$ cat config.mk
export PLATFORM = sky130hd
export DESIGN_NAME = data_mem_responder
export DESIGN_NICKNAME = d
export VERILOG_FILES = /design/src/rtl/data_mem_responder.sv
export SDC_FILE = /design/constraint.sdc
export NUM_CORES = 2
export LEC_CHECK = 0
export CAP_MARGIN = 20
export CORE_MARGIN = 10
export CORE_UTILIZATION = 50
export CTS_CLUSTER_DIAMETER = 60
export DETAILED_ROUTE_END_ITERATION = 8
export PLACE_DENSITY = 0.66
export SLEW_MARGIN = 20
export SYNTH_ARGS = -nofsm -noshare
export SYNTH_HDL_FRONTEND = slang
export SYNTH_SLANG_ARGS = --single-unit
$ cat constraint.sdc
create_clock -name clk -period 4.5 [get_ports clk]
set_input_delay 0.675 -clock clk [delete_from_list [all_inputs] [get_ports clk]]
set_output_delay 0.675 -clock clk [all_outputs]
set_load 0.01 [all_outputs]
$ cat src/rtl/data_mem_responder.sv
`default_nettype none
// ============================================================================
//  Module   : data_mem_responder
//  Purpose  : Memory-side responder for the processor data port. Accepts one
//             load/store at a time over a valid/ready request handshake,
//             services it from a (2^ADDR_W) x DATA_W register array after
//             LATENCY wait states, and returns read data (or, for stores, the
//             data written) over a valid/ready response handshake.
//  Ports    : clk         - clock, all state changes on rising edge
//             reset       - synchronous active-low reset
//             req_valid   - initiator presents a request
//             req_ready   - responder can accept a request this cycle
//             req_we      - 1 = store, 0 = load
//             req_addr    - word address
//             req_wdata   - store data
//             resp_valid  - response available
//             resp_ready  - initiator consumes response this cycle
//             resp_we     - echo of the answered transaction's req_we
//             resp_rdata  - load data, or store data for stores
//  Params   : ADDR_W (word address width), DATA_W (word width),
//             LATENCY (wait-state cycles, legal range 0..15)
//  Revision : 1.0 - initial release
// ============================================================================
module data_mem_responder #(
    parameter int ADDR_W  = 5,
    parameter int DATA_W  = 64,
    parameter int LATENCY = 2
) (
    input  logic              clk,
    input  logic              reset,
    input  logic              req_valid,
    output logic              req_ready,
    input  logic              req_we,
    input  logic [ADDR_W-1:0] req_addr,
    input  logic [DATA_W-1:0] req_wdata,
    output logic              resp_valid,
    input  logic              resp_ready,
    output logic              resp_we,
    output logic [DATA_W-1:0] resp_rdata
);

    localparam int         c_depth    = 1 << ADDR_W;
    localparam logic [3:0] c_latency  = 4'(LATENCY);
    localparam bit         c_zero_lat = (LATENCY == 0);

    typedef enum logic [1:0] {
        S_IDLE = 2'd0,
        S_WAIT = 2'd1,
        S_RESP = 2'd2
    } state_t;

    state_t              r_state;
    state_t              w_state_next;

    logic                r_req_ready;
    logic [3:0]          r_cnt;
    logic                r_we;
    logic [ADDR_W-1:0]   r_addr;
    logic [DATA_W-1:0]   r_wdata;
    logic                r_resp_we;
    logic [DATA_W-1:0]   r_resp_rdata;
    logic [DATA_W-1:0]   r_mem [0:c_depth-1];

    logic                w_accept;
    logic                w_access;
    logic                w_resp_valid;
    logic                w_acc_we;
    logic [ADDR_W-1:0]   w_acc_addr;
    logic [DATA_W-1:0]   w_acc_wdata;

    // ------------------------------------------------------------------------
    // State register
    // ------------------------------------------------------------------------
    always_ff @(posedge clk) begin
        if (!reset) begin
            r_state <= S_IDLE;
        end else begin
            r_state <= w_state_next;
        end
    end

    // ------------------------------------------------------------------------
    // Next-state and decoded control
    // ------------------------------------------------------------------------
    always_comb begin
        w_state_next = r_state;
        w_accept     = 1'b0;
        w_access     = 1'b0;
        w_resp_valid = 1'b0;
        case (r_state)
            S_IDLE: begin
                if (req_valid && r_req_ready) begin
                    w_accept = 1'b1;
                    if (c_zero_lat) begin
                        // Zero wait states: the access happens on the
                        // accept edge itself.
                        w_access     = 1'b1;
                        w_state_next = S_RESP;
                    end else begin
                        w_state_next = S_WAIT;
                    end
                end
            end
            S_WAIT: begin
                if (r_cnt == 4'd1) begin
                    w_access     = 1'b1;
                    w_state_next = S_RESP;
                end
            end
            S_RESP: begin
                w_resp_valid = 1'b1;
                if (resp_ready) begin
                    w_state_next = S_IDLE;
                end
            end
            default: begin
                w_state_next = S_IDLE;
            end
        endcase
    end

    // The access uses the live request fields when it happens on the accept
    // edge (zero latency) and the latched copy otherwise.
    always_comb begin
        w_acc_we    = r_we;
        w_acc_addr  = r_addr;
        w_acc_wdata = r_wdata;
        if (r_state == S_IDLE) begin
            w_acc_we    = req_we;
            w_acc_addr  = req_addr;
            w_acc_wdata = req_wdata;
        end
    end

    // ------------------------------------------------------------------------
    // Registered request-ready: high exactly while the FSM sits in IDLE with
    // reset released, and never combinationally dependent on an input.
    // ------------------------------------------------------------------------
    always_ff @(posedge clk) begin
        if (!reset) begin
            r_req_ready <= 1'b0;
        end else begin
            r_req_ready <= (w_state_next == S_IDLE);
        end
    end

    // ------------------------------------------------------------------------
    // Wait counter and request latch
    // ------------------------------------------------------------------------
    always_ff @(posedge clk) begin
        if (!reset) begin
            r_cnt   <= 4'd0;
            r_we    <= 1'b0;
            r_addr  <= '0;
            r_wdata <= '0;
        end else begin
            if (w_accept) begin
                r_cnt   <= c_latency;
                r_we    <= req_we;
                r_addr  <= req_addr;
                r_wdata <= req_wdata;
            end else if ((r_state == S_WAIT) && (r_cnt != 4'd0)) begin
                r_cnt <= r_cnt - 4'd1;
            end
        end
    end

    // ------------------------------------------------------------------------
    // Response registers: loaded only by an access, so they hold steady for
    // as long as the initiator applies backpressure in RESP.
    // ------------------------------------------------------------------------
    always_ff @(posedge clk) begin
        if (!reset) begin
            r_resp_we    <= 1'b0;
            r_resp_rdata <= '0;
        end else if (w_access) begin
            r_resp_we    <= w_acc_we;
            r_resp_rdata <= w_acc_we ? w_acc_wdata : r_mem[w_acc_addr];
        end
    end

    // ------------------------------------------------------------------------
    // Storage array; reset clears every word, and an in-flight store that has
    // not reached its access edge is simply never committed.
    // ------------------------------------------------------------------------
    always_ff @(posedge clk) begin
        if (!reset) begin
            for (int i = 0; i < c_depth; i++) begin
                r_mem[i] <= '0;
            end
        end else if (w_access && w_acc_we) begin
            r_mem[w_acc_addr] <= w_acc_wdata;
        end
    end

    assign req_ready  = r_req_ready;
    assign resp_valid = w_resp_valid;
    assign resp_we    = r_resp_we;
    assign resp_rdata = r_resp_rdata;

endmodule
`default_nettype wire

### Word level (Yosys, flattened, before mapping)

Memory sizes are Yosys's and may differ from the RTL's. A register that Yosys moved wholly into a read port is not among the register bits.
Index checks and enable logic that the tools add are counted.

| storage, ports and cells | value |
|---|---|
| flip-flop bits (word level) | 78 |
| RAM bits | 2048 |
| input bits | 74 |
| output and inout bits | 67 |
| word-level logic and storage cells | 45 |
| memories | 1 |

Memories:

| memory | words | width | rd ports | clocked after memory_dff | wr ports | RTL line | RTL |
|---|---|---|---|---|---|---|---|
| r_mem | 32 | 64 | 1 | 1 | 32 | 62 | `logic [DATA_W-1:0] r_mem [0:c_depth-1];` |

| operators by class | value |
|---|---|
| $add $sub $neg | 1 |
| equality and inequality tests | 3 |
| mux-type cells | 21 |
| bitwise logic cells | 1 |
| reduce and logical (&&, ||, !) cells | 10 |

Operator list:

| kind | count |
|---|---|
| $mux W64 | 2 |
| $reduce_or A64 Y1 | 1 |
| $mux W1 | 11 |
| $mux W2 | 5 |
| $mux W5 | 2 |
| $pmux W2 S3 | 1 |
| $eq A4 B1 Y1 const B | 1 |
| $logic_not A2 Y1 | 2 |
| $reduce_bool A4 Y1 | 1 |
| $sub A4 B1 Y4 const B | 1 |
| $logic_and A1 B1 Y1 | 3 |
| $eq A2 B1 Y1 const B | 1 |
| $eq A2 B2 Y1 const B | 1 |
| $reduce_bool A2 Y1 | 1 |
| $reduce_or A2 Y1 | 1 |
| $logic_not A1 Y1 | 1 |
| $not A1 Y1 | 1 |

### Depth between registers and ports, before layout

| logic depth | value |
|---|---|
| depth in word-level cells | 9 |
| depth in mapped cells | 12 |
| gate-level depth less buffers | 7 |

### Worst setup path after synthesis

OpenSTA, ideal clock, no wires.

| timing path | value |
|---|---|
| kind | input-to-reg |
| start point | in req_addr[1] |
| end point | mem r_mem[17][0], enable pin |
| setup time | 423 ps |
| data arrival time | 3578 ps |
| required time | 4077 ps |
| setup slack | 499 ps |
| cell stages on the path | 10 |
| buffers on the path | 6 |
| cells stage by stage | or4b_1 -> o21ai_1 -> buf_4 -> buf_6 -> buf_6 -> buf_6 -> nand3_1 -> buf_2 -> buf_6 -> nand2_1 |

RTL lines:

| what | RTL line | RTL |
|---|---|---|
| start: declaration | 34 | `input logic [ADDR_W-1:0] req_addr,` |
| end: declaration | 62 |  |

==> impl_metrics.ini <==
[pwr]
p_leak_nw = 36.1
peakVddDrop_mv = 0.322
p_per_area_nw_per_um2 = 442

[floorplanning]
die-area_um2 = 200000
fp.dieW_um = 447
start_util_pct = 50.4
io_pins = 141
dieHeight_um = 447
num_rows = 156
core-area_um2 = 181000

[global_routing]
grt_pass1_wl_mm = 461
grt_antenna_before_repair = 5
grt_pass1_vias = 63418
grt_max_degree = 98
grt_overflow = 0
grt_usage_pct = 31.9

[sta]
final.setup.tns_ns = 0
slew_violations = 0
final-setup-viol-count = 0
maxSlewHeadroom_pct = 18.4
rsz0062_at_grt = false
worst_pin_slew_ns = 1.22
fin_crit_sh_pct = 94.0
fin_crit_ns = 4.23
setup_slack_ns = 0.269
finClkSkew_ns = 0.0482
fmax_mhz = 236
hold_violations = 0

[final_layout]
fill_cells = 14301
multi_input_area_um2 = 23900
area_delta_synth_final_pct = 13.5
utilization_pct = 57.2
seq_area_um2 = 64300
nNetsFinal = 7087
layout-drive-gt1-share_pct = 11.8

[detailed_routing]
drt-pass1-iter-count = 9
drt-initial-drc-count = 11807
wl_per_cell_um = 34.3
vias = 65625
via_per_inst = 6.85
drt_wl_total_mm = 329
ant_nets = 0
drc = 0

[yosys]
async_flop_share_pct = 0
syn_inst = 7073
seq_area_frac_synth_pct = 70.5
syn_area_per_cell_um2 = 12.9
syn-num-nets = 7150
synth_edf_count = 2048
ys_types = 42
yosysWarnings = 0
synthFlopType = edfxtp_1
netlist_area_um2 = 91200
synth_seq_cells = 2190

[setup_path]
rrSetupSlack_ns = 0.27
worstPathArrival_ns = 4.75
cp.required_ns = 5.02
critical_path_class = flop to flop
critPathCaptureType = flop
start_kind = flop
cp_max_fo = 26

[cts]
clock_tree.root_cell = clkbuf_16
insertion_delay_ns = 0.89
cts_setup_buffers = 0
cts_made_buffers = 223
clockBufferDepth = 3
cts.repair.resized = 0
path_clk_slew_ns = 0.06
cts_hold_buf = 0
cts_sinks = 2190
htree_levels = 4
cts_tree = built

[min_path]
hold_class = primary input to flop

[placed_design]
hpwl_mm = 175
io_buffers = 140
place_congestion = 0.847
pre_cts_slack_ns = 0.376

[run_status]
status = completed

[job]
cap_violations = 0
power breakdown:
| group | total, mW | internal (mW) | switching [mW] |
|---|---|---|---|
| Combinational | 4.13 | 1.12 | 3.01 |
| Clock | 18.6 | 10.5 | 8.04 |
| Sequential | 23.1 | 22.8 | 0.235 |
Yosys cell counts, drive strengths merged (2+ instances only):
cell	number	area, um^2
a21boi	71	533
a21oi	194	971
a221oi	384	3380
a22o	384	3360
a22oi	256	1920
and2	4	25.0
and3	3	18.8
buf	408	2850
clkbuf	350	1310
dfxtp	142	2840
edfxtp	2048	61500
ha	3	37.5
inv	2	7.51
mux2	3	37.5
mux2i	69	732
nand2	272	1020
nand2b	3	18.8
nand3	77	420
nor2	2055	7720
nor2b	5	31.3
nor3	8	40.0
o21a	2	15.0
o21ai	67	347
o22ai	192	1200
o41ai	64	831
or4b	2	20.0
xor2	2	17.5
path summary, 6_finish.rpt:
path | from | to | depth (start not counted)
worst min-delay path | reset | r_wdata[55] | 2
worst max register to register | r_state[0] | r_mem[7][11] | 7
worst min register to register | resp_rdata[23] | resp_rdata[23] | 2
worst max-delay path | r_state[0] | r_mem[7][11] | 7
sequential cells by signal (all words and copies together), names as in the netlist:
signal and flops:
r_mem 2048, r_wdata 64, resp_rdata 64, r_addr 5
r_cnt 4, r_state 2, r_we 1, req_ready 1
resp_we 1
critical path: stages (launching register included):
cell,delay (ns)
dfxtp_1,0.46
nor2_4,0.67
buf_4,0.35
mux2i_4,0.55
and2_1,0.66
nand2_4,0.37
nand2_4,0.43
buf_12,0.35
kinds of logic after synthesis:
group,Yosys count,share of synthesized area [%]
compound gates,1615,13.8
fa+ha+maj,3,0.0411
mux,72,0.843
simple gates,2430,10.2
xor+xnor,3,0.0288
flops,2190,70.5
buf+inv,760,4.57
stage by stage:
step                total power [mW]  instance area (um^2)  instances  hold WS [ns]
finish                          45.8                104000       9577         0.222
global route                    46.8                104000       9575         0.227
CTS                             45.7                104000       9574         0.195
detailed placement              27.5                 96300       9155         0.452
global placement                27.4                 96300       9155         0.443
floorplan                       25.6                 91200       7073         0.443
routing by layer:
| layer | track usage (%) | vias up | share of wire, % |
|---|---|---|---|
| met5 | 0 | - | 0.0040 |
| met4 | 16.5 | 2 | 6.0 |
| met3 | 8.60 | 1087 | 14 |
| met2 | 48.8 | 5584 | 45 |
| met1 | 41.9 | 32678 | 35 |
| li1 | - | 26274 | - |
cells in the final DEF (no fill, tap or decap), types with 97 or more instances in the layout:
cell	n
a21oi_1	194
a221oi_1	381
a22o_1	384
a22oi_1	256
buf_12	97
buf_4	232
clkbuf_16	226
clkdlybuf4s50_1	139
dfxtp_1	141
edfxtp_1	2048
nand2_1	211
nor2_1	2054
o22ai_1	192
layout make-up:
type | instances | area share (%)
flip-flops and latches | 2190 | 62.1
multi-input cells | 4123 | 23.1
clock buffers | 291 | 5.79
repair buffers | 470 | 4.92
well taps | 2370 | 2.86
clock inverters | 128 | 1.21
inverters | 2 | 0.00725
diodes | 3 | 0.00725
(Power assumes the default switching activity.)
